==> src/rtl/dmrf_pkg.sv <==
// Shared types and width constants for the multi-cycle regfile/ALU/data-memory block.
package dmrf_pkg;

    localparam int OPW  = 2;
    localparam int FNW  = 3;
    localparam int IMMW = 16;

    typedef enum logic [OPW-1:0] {
        OP_ALU  = 2'b00,
        OP_LW   = 2'b01,
        OP_SW   = 2'b10,
        OP_ADDI = 2'b11
    } op_e;

    typedef enum logic [FNW-1:0] {
        FN_ADD = 3'd0,
        FN_SUB = 3'd1,
        FN_AND = 3'd2,
        FN_OR  = 3'd3,
        FN_XOR = 3'd4,
        FN_SLT = 3'd5,
        FN_SLL = 3'd6,
        FN_SRL = 3'd7
    } func_e;

    typedef enum logic [2:0] {
        S_IDLE = 3'd0,
        S_RD   = 3'd1,
        S_EX   = 3'd2,
        S_MEM  = 3'd3,
        S_WB   = 3'd4
    } state_e;

endpackage

==> src/rtl/dmrf_alu.sv <==
// Combinational ALU: arithmetic, logic, signed set-less-than and logical shifts.
module dmrf_alu
    import dmrf_pkg::*;
#(
    parameter int DW = 32
) (
    input  logic [DW-1:0]  i_a,
    input  logic [DW-1:0]  i_b,
    input  logic [FNW-1:0] i_func,
    output logic [DW-1:0]  o_y,
    output logic           o_zero
);

    localparam int SHW = $clog2(DW);

    logic signed [DW-1:0] w_sa;
    logic signed [DW-1:0] w_sb;
    logic [SHW-1:0]       w_shamt;

    assign w_sa    = i_a;
    assign w_sb    = i_b;
    assign w_shamt = i_b[SHW-1:0];

    always_comb begin
        o_y = '0;
        case (func_e'(i_func))
            FN_ADD:  o_y = i_a + i_b;
            FN_SUB:  o_y = i_a - i_b;
            FN_AND:  o_y = i_a & i_b;
            FN_OR:   o_y = i_a | i_b;
            FN_XOR:  o_y = i_a ^ i_b;
            FN_SLT:  o_y = {{(DW-1){1'b0}}, (w_sa < w_sb)};
            FN_SLL:  o_y = i_a << w_shamt;
            FN_SRL:  o_y = i_a >> w_shamt;
            default: o_y = '0;
        endcase
    end

    assign o_zero = (o_y == '0);

endmodule

==> src/rtl/dmrf_alu_mc.sv <==
// Multi-cycle regfile + ALU + data memory, sequenced IDLE->RD->EX->MEM->WB.
// Define DMRF_MEM_SKIP_EN to let ALU/ADDI ops bypass the MEM state.
module dmrf_alu_mc
    import dmrf_pkg::*;
#(
    parameter int DW        = 32,
    parameter int NREGS     = 32,
    parameter int MEM_DEPTH = 64
) (
    input  logic                     i_clk,
    input  logic                     i_rst_n,
    input  logic                     i_req_valid,
    output logic                     o_req_ready,
    input  logic [OPW-1:0]           i_op,
    input  logic [FNW-1:0]           i_func,
    input  logic [$clog2(NREGS)-1:0] i_rs,
    input  logic [$clog2(NREGS)-1:0] i_rt,
    input  logic [$clog2(NREGS)-1:0] i_rd,
    input  logic [IMMW-1:0]          i_imm,
    output logic                     o_resp_valid,
    output logic [DW-1:0]            o_result,
    output logic                     o_zero,
    input  logic [$clog2(NREGS)-1:0] i_dbg_sel,
    output logic [DW-1:0]            o_dbg_data
);

    localparam int RAW = $clog2(NREGS);
    localparam int MAW = $clog2(MEM_DEPTH);

    function automatic logic [DW-1:0] sext_imm(input logic [IMMW-1:0] v);
        logic signed [IMMW-1:0] s;
        s = v;
        return DW'(s);
    endfunction

    state_e           r_state;
    state_e           w_state_nxt;
    op_e              r_op;
    logic [FNW-1:0]   r_func;
    logic [RAW-1:0]   r_rs, r_rt, r_rd;
    logic [IMMW-1:0]  r_imm;
    logic [DW-1:0]    r_a, r_b, r_alu, r_mdr;
    logic             r_alu_zero;
    logic             r_resp_valid;
    logic [DW-1:0]    r_result;
    logic             r_zero;
    logic [DW-1:0]    r_regs [NREGS];
    logic [DW-1:0]    r_mem  [MEM_DEPTH];

    logic             w_accept;
    logic [DW-1:0]    w_b_op;
    logic [FNW-1:0]   w_fn;
    logic [DW-1:0]    w_alu_y;
    logic             w_alu_zero;
    logic [MAW-1:0]   w_maddr;
    logic [DW-1:0]    w_wdata;
    logic [RAW-1:0]   w_dst;
    logic             w_reg_we;

    assign o_req_ready = (r_state == S_IDLE);
    assign w_accept    = i_req_valid && (r_state == S_IDLE);

    // Only plain ALU ops use reg[rt] and func; everything else is an address/immediate add.
    assign w_b_op  = (r_op == OP_ALU) ? r_b : sext_imm(r_imm);
    assign w_fn    = (r_op == OP_ALU) ? r_func : FNW'(FN_ADD);
    assign w_maddr = r_alu[MAW-1:0];
    assign w_wdata = (r_op == OP_LW) ? r_mdr : r_alu;
    assign w_dst   = (r_op == OP_ALU) ? r_rd : r_rt;
    assign w_reg_we = (r_state == S_WB) && (r_op != OP_SW) && (w_dst != '0);

    dmrf_alu #(.DW(DW)) u_alu (
        .i_a    (r_a),
        .i_b    (w_b_op),
        .i_func (w_fn),
        .o_y    (w_alu_y),
        .o_zero (w_alu_zero)
    );

    always_ff @(posedge i_clk or negedge i_rst_n) begin
        if (!i_rst_n) r_state <= S_IDLE;
        else          r_state <= w_state_nxt;
    end

    always_comb begin
        w_state_nxt = r_state;
        case (r_state)
            S_IDLE: if (i_req_valid) w_state_nxt = S_RD;
            S_RD:   w_state_nxt = S_EX;
`ifdef DMRF_MEM_SKIP_EN
            S_EX:   w_state_nxt = ((r_op == OP_ALU) || (r_op == OP_ADDI)) ? S_WB : S_MEM;
`else
            S_EX:   w_state_nxt = S_MEM;
`endif
            S_MEM:  w_state_nxt = S_WB;
            S_WB:   w_state_nxt = S_IDLE;
            default: w_state_nxt = S_IDLE;
        endcase
    end

    // Datapath holding registers and memory are not reset; state gates every update.
    always_ff @(posedge i_clk) begin
        if (w_accept) begin
            r_op   <= op_e'(i_op);
            r_func <= i_func;
            r_rs   <= i_rs;
            r_rt   <= i_rt;
            r_rd   <= i_rd;
            r_imm  <= i_imm;
        end
        if (r_state == S_RD) begin
            r_a <= r_regs[r_rs];
            r_b <= r_regs[r_rt];
        end
        if (r_state == S_EX) begin
            r_alu      <= w_alu_y;
            r_alu_zero <= w_alu_zero;
        end
        if (r_state == S_MEM) begin
            if (r_op == OP_LW) r_mdr <= r_mem[w_maddr];
            if (r_op == OP_SW) r_mem[w_maddr] <= r_b;
        end
    end

    always_ff @(posedge i_clk or negedge i_rst_n) begin
        if (!i_rst_n) begin
            r_resp_valid <= 1'b0;
            r_result     <= '0;
            r_zero       <= 1'b0;
        end else begin
            r_resp_valid <= (r_state == S_WB);
            if (r_state == S_WB) begin
                r_result <= w_wdata;
                r_zero   <= r_alu_zero;
            end
        end
    end

    always_ff @(posedge i_clk or negedge i_rst_n) begin
        if (!i_rst_n) begin
            for (int i = 0; i < NREGS; i++) r_regs[i] <= '0;
        end else if (w_reg_we) begin
            r_regs[w_dst] <= w_wdata;
        end
    end

    assign o_resp_valid = r_resp_valid;
    assign o_result     = r_result;
    assign o_zero       = r_zero;
    assign o_dbg_data   = r_regs[i_dbg_sel];

endmodule

==> config.mk <==
export PLATFORM = sky130hd
export DESIGN_NAME = dmrf_alu_mc
export DESIGN_NICKNAME = d
export VERILOG_FILES = /design/src/rtl/dmrf_pkg.sv /design/src/rtl/dmrf_alu.sv /design/src/rtl/dmrf_alu_mc.sv
export SDC_FILE = /design/constraint.sdc
export NUM_CORES = 2
export LEC_CHECK = 0
export BUFFER_PORTS_ARGS = -buffer_cell sky130_fd_sc_hd__buf_2
export CAP_MARGIN = 10
export CORE_ASPECT_RATIO = 0.75
export CORE_MARGIN = 2
export CORE_UTILIZATION = 50
export CTS_CLUSTER_SIZE = 25
export DETAILED_ROUTE_END_ITERATION = 16
export PLACE_DENSITY = 0.65
export SYNTH_ARGS = -nofsm -noshare
export SYNTH_HDL_FRONTEND = slang
export SYNTH_HIERARCHICAL = 1
export SYNTH_SLANG_ARGS = --single-unit
==> constraint.sdc <==
create_clock -name i_clk -period 8.1 [get_ports i_clk]
set_input_delay 1.62 -clock i_clk [delete_from_list [all_inputs] [get_ports i_clk]]
set_output_delay 1.62 -clock i_clk [all_outputs]
set_load 0.02 [all_outputs]
# After elaboration in Yosys (flattened, before gate mapping)
# Memories as Yosys holds them, arrays and structs flattened. A register that Yosys moved wholly into a read port is not among the register bits.
# Index checks and enable logic that the tools add are counted.
# word_totals
regBits	1194
latch_bits	0
inputBits	44
memories	1
out_inout_bits	67
mem_bits_rw	2048
elab_cells	111
romBits	0
# mem_list
memory	depth	width	rd	rd_clocked_by_memory_dff	wr	line_no	text
r_mem	64	32	1	1	1	dmrf_alu_mc.sv:48	logic [DW-1:0] r_mem [MEM_DEPTH];
# op_classes
bitwise_logic	7
multipliers	0
div	0
shifts	2
mux	22
n_reduce_logical	10
n_eq_ne	15
addsub	2
magnitude_cmp	6
# ops
op	n
bitwise mux 1024 bit	1
binary-select mux 32 bit (select 5 bit)	3
2-to-1 mux 32 bit	9
one-hot mux 32 bit (8 select lines)	1
demux 32 bit (select 5 bit)	1
adder 32 bit	1
AND 32 bit	1
logical NOT 32 bit	1
< comparator 32 bit	1
OR 32 bit	1
<< shifter 32 x 5 -> 32 bit	1
right shift 32 x 5 -> 32 bit	1
subtractor 32 bit	1
XOR 32 bit	1
>= comparator 6 bit (second input constant)	4
inverter 5 -> 6 bit	4
== test 3 bit (second input constant)	5
== test 3 x 2 -> 1 bit (second input constant)	4
one-hot mux 3 bit (4 select lines)	1
== test 3 x 1 -> 1 bit (second input constant)	2
logical NOT 3 bit	2
< comparator 6 x 1 -> 1 bit (second input constant)	1
2-to-1 mux 3 bit	2
2-to-1 mux 5 bit	1
other kinds (8)	14

# Longest topological paths before layout
# depth
word_depth	8
ltp_mapped	23
depth_no_buf	16

# Modules after synthesis
# The synthesis kept the hierarchy.
# modules_own_cells
mod	area_each_um2	cells_per_inst	seq_area_each_um2	n_inst
dmrf_alu_mc	145539.6	9444	93004.2	1
dmrf_alu	9778.1	1395	0.0	1

# Worst setup path before layout
# Ideal clock, no wire load.
# synth_timing
path_type	register to register
from	register r_b[2]
to	register r_alu_zero, data pin
n_path_buf	5
arrival_time_ns	5.788
required_ns	7.930
synth_period_minus_slack_ns	5.958
stages_incl_launch_ff	20
slack_ns	2.142
setup_time_ns	0.170
cell_sequence	edfxtp_1 -> mux2_2 -> buf_6 -> inv_1 -> clkbuf_1 -> buf_1 -> clkbuf_1 -> ha_1 -> clkbuf_1 -> a21o_1 -> a221o_1 -> a211oi_1 -> o21ai_0 -> and2_1 -> o31a_1 -> or4_1 -> or4b_1 -> nor4_1 -> nand4b_1 -> nor4_2
# synth_via
elab_chain_cells	4
word_cells_on_any_way	11
# synth_lines
item	line_no	text
from (decl)	dmrf_alu_mc.sv:42	logic [DW-1:0] r_a, r_b, r_alu, r_mdr;
from (signal assigned)	dmrf_alu_mc.sv:112	r_b <= r_regs[r_rt];
2-to-1 mux 32 bit (*)	dmrf_alu_mc.sv:64	assign w_b_op = (r_op == OP_ALU) ? r_b : sext_imm(r_imm);
net w_b_op[2]	dmrf_alu_mc.sv:51	logic [DW-1:0] w_b_op;
subtractor 32 bit, or another cell as far along	dmrf_alu.sv:28	FN_SUB: o_y = i_a - i_b;
one-hot mux 32 bit (8 select lines) (*)	dmrf_alu.sv:26	case (func_e'(i_func))
net w_alu_y[16]	dmrf_alu_mc.sv:53	logic [DW-1:0] w_alu_y;
logical NOT 32 bit (*)	dmrf_alu.sv:39	assign o_zero = (o_y == '0);
net w_alu_zero	dmrf_alu_mc.sv:54	logic w_alu_zero;
to (signal assigned)	dmrf_alu_mc.sv:116	r_alu_zero <= w_alu_zero;
to (decl)	dmrf_alu_mc.sv:43	logic r_alu_zero;
# The timed path passes the listed nets; every way through them passes the cells marked *.
# A chain may end at the register's enable or synchronous reset.

# Final worst setup path
# layout_timing
from	register r_op[1]
to	register r_alu_zero, data pin
# layout_via
elab_chain_cells	5
word_cells_on_any_way	21
# layout_lines
item	line_no	text
from (decl)	dmrf_alu_mc.sv:38	op_e r_op;
from (signal assigned)	dmrf_alu_mc.sv:103	r_op <= op_e'(i_op);
logical NOT 2 bit (*)	dmrf_alu_mc.sv:64	
2-to-1 mux 32 bit (*)	dmrf_alu_mc.sv:64	
net w_b_op[2]	dmrf_alu_mc.sv:51	
right shift 32 x 5 -> 32 bit or << shifter 32 x 5 -> 32 bit (tied branches)	dmrf_alu.sv:34, dmrf_alu.sv:33	
one-hot mux 32 bit (8 select lines) (*)	dmrf_alu.sv:26	
net w_alu_y[1]	dmrf_alu_mc.sv:53	
logical NOT 32 bit (*)	dmrf_alu.sv:39	
net w_alu_zero	dmrf_alu_mc.sv:54	
# Marked as above.

==> results by group <==
Outcome
  • Status: finished, violations left
  • Failing checks: max-capacitance violations, max-slew violations

Routing
  • Drt drc: 0
  • Antenna-violating nets left: 0
  • DRT iter0 DRCs: 16,300
  • Routed WL per cell: 36.8 um
  • Vias per std cell: 7.03
  • Total routed wirelength: 553,000 um
  • 1st-pass router iterations: 6
  • Vias after detailed routing: 106,000

Global routing
  • Largest net degree at the start of global routing: 163
  • GRT Max-Usage Layer: met1
  • Initial antenna violation count: 61
  • GR Util met3: 12.6%
  • Grt ovf: 0
  • Global routing met2 resource utilization: 47.0%
  • First-pass GRT wire length: 775,000 um
  • Vias in the first global route: 101,000
  • GR Util met1: 51.2%
  • Total GRT Usage: 34.8%

Setup path
  • Critical path type: flip-flop to flip-flop
  • Crit end category: flip-flop
  • Crit path DAT: 7500 ps
  • Worst R2R Path Depth: 15
  • Cell Chain, Critical Path: or2_2 -> buf_4 -> mux2_4 -> buf_4 -> or3_1 -> nor3_1 -> a311oi_1 -> a41oi_1 -> a2111oi_0 -> o2111ai_1 -> or4_1 -> or4b_1 -> nor4_1 -> nand4b_1 -> nor4_2
  • Worst Path Required: 8810 ps
  • Slowest stage delay, CP: 720 ps
  • Max FO, Critical Path: 28
  • CP max stage cell: a2111oi_0
  • CP dominant cell by count: buf_4
  • Worst setup SP type: flip-flop

Clock network
  • Clock Root Buffer: clkbuf_16
  • CTS tree: yes
  • CTS-repair resized insts: 0
  • Clk Latency, worst-skew pair: 970 ps
  • Post-CTS Setup Repair Bufs: 0
  • Clock-pin slew on the worst setup and hold paths: 70 ps
  • CTS sink count: 3,274
  • CTS hold repair buffers: 0
  • Inserted Clock Buffers: 327
  • H-tree levels: 5
  • Clock buffer depth: 4

Floorplanning
  • DIE AREA: 315,000 um2
  • Initial core utilization: 50.2%
  • Core area: 310,000 um2
  • Placement row count: 177
  • DIE HEIGHT: 487 um
  • Die X-Extent: 648 um
  • I/O pin total: 111

Layout
  • Area of the multi-input gates: 58,400 um2
  • Filler instances: 24,300
  • Area grow syn2layout: 10.5%
  • Non-filler cells, final: 15,000
  • Seq. cell area: 93,000 um2
  • Share of cells above drive strength 1: 23.5%
  • Nets@finish: 10,800

Synthesis
  • Post-synth EDFFs: 2,213
  • Count leader, synth: edfxtp_1
  • Sequential-to-total area share from yosys stat: 59.9%
  • Ys flop type: edfxtp_1
  • Syn nets: 11,000
  • Synth area leaders: edfxtp_1 43%, dfrtp_1 17%, mux4_2 15%
  • Synth area leader: edfxtp_1
  • Cell area after synthesis: 155,000 um2
  • Syn Inst Count: 10,800
  • Synthesis-stage register bit count: 3,274
  • Asr flop ratio synth: 32.4%
  • Top cells by count, synth: 2,213 x edfxtp_1, 1,061 x dfrtp_1, 1,025 x mux4_2
  • Synth top area share: 42.8%
  • Syn Area/Cell: 14.3 um2
  • Synth cell types: 99
  • Synth warn: 6

STA
  • WHS: 418 ps
  • Final clock period utilization by the worst path: 83.8%
  • Clock skew: 117 ps
  • Rel. slew slack: -1.06%
  • Max Slew Vio Count: 2
  • RSZ-0062 raised after global routing: no
  • Finish-stage setup viols: 0
  • Min Tclk post-route: 6790 ps
  • Final TNS setup: 0 ps
  • Worst Max-Slew Pin Slew: 1500 ps
  • Achievable frequency: 0.147 GHz
  • Final hold viol count: 0

Place
  • GPL Wtd Cong: 0.987
  • DP HPWL: 334,000 um
  • Port Buffers: 110
  • Placed cell count: 14,400

Power
  • P_leak: 0.0617 uW
  • Max IR drop VDD: 0.000236 V
  • PwrDens: 350 nW/um2

Flow run
  • Maxcap violations: 1

Min path
  • Hold/Removal Path Class: flip-flop to flip-flop
  • WHS Path Cells: 0
cell type report:
class	count	area share, %
diodes	23	0.0335
clock buffers	415	5.19
clock inverters	165	0.975
inverters	106	0.238
multi-input cells	6423	34.0
flip-flops and latches	3274	54.2
well taps	4117	3.00
repair buffers	500	2.35
placed cells by master (no fill, tap or decap), types with 334 or more instances in the layout:
cell type,count
buf_4,349
a21oi_1,804
nand2_1,605
mux4_2,1025
edfxtp_1,2213
dfrtp_1,1061
nor2_1,890
o21ai_0,458
clkbuf_16,334
a221oi_1,336
per-stage QoR:
stage / power [uW] / setup WS, ps / utilization, % / instance area, um2
6_report: 60000 / 1310 / 55.4 / 172000
5_1_grt: 61800 / 1130 / 55.4 / 172000
4_1_cts: 59400 / 1490 / 55.4 / 171000
3_5_place_dp: 44200 / 1490 / 52.0 / 161000
3_3_place_gp: 43900 / 1590 / 52.0 / 161000
2_1_floorplan: 35000 / 2140 / - / 155000
cells by family after synthesis:
kind of cell               synth area share [%]
AOI/OAI and AO/OA                          11.3
adders and majority gates                 0.807
xor gates and xnor gates                  0.107
DFF                                        59.9
muxes                                      18.9
and+or+nand+nor                            5.72
buffers and inverters                      3.28
power by group:
part / total [uW] / internal, uW / switching (uW)
Sequential: 22500 / 20600 / 1840
Clock: 15300 / 8700 / 6640
Combinational: 22200 / 7350 / 14900
final timing paths:
kind / slack (ps) / start / endpoint
worst max-delay path: 1310 / r_op[1] / r_alu_zero
worst min-delay path: 420 / r_regs[998] / r_regs[998]
worst max register to register: 1310 / r_op[1] / r_alu_zero
worst min register to register: 420 / r_regs[998] / r_regs[998]
max in group asynchronous: 5230 / i_rst_n / r_regs[154]
min in group asynchronous: 710 / i_rst_n / r_regs[685]
routing by layer:
layer  routed length [um]  vias to the layer above
li1                     -                    42500
met3                78000                     1171
met5                  291                        -
met4                24200                       42
met2               228000                     7329
met1               223000                    54600
worst max-delay path, delay by kind of cell, from the launching register on:
family          cells  cell delay, ps
simple gates        8            2770
buf+inv             2             820
flops               1             500
mux                 1             500
compound gates      4            1970
sequential cells by signal (all words and copies together), names as in the netlist:
name	cells
r_mem	2048
r_regs	1024
o_result	32
r_a	32
r_alu	32
r_b	32
r_mdr	32
r_imm	16
r_rd	5
r_rs	5
r_rt	5
r_func	3
r_state	3
r_op	2
o_resp_valid	1
o_zero	1
r_alu_zero	1
No activity file was read; power rests on OpenSTA's default activity.
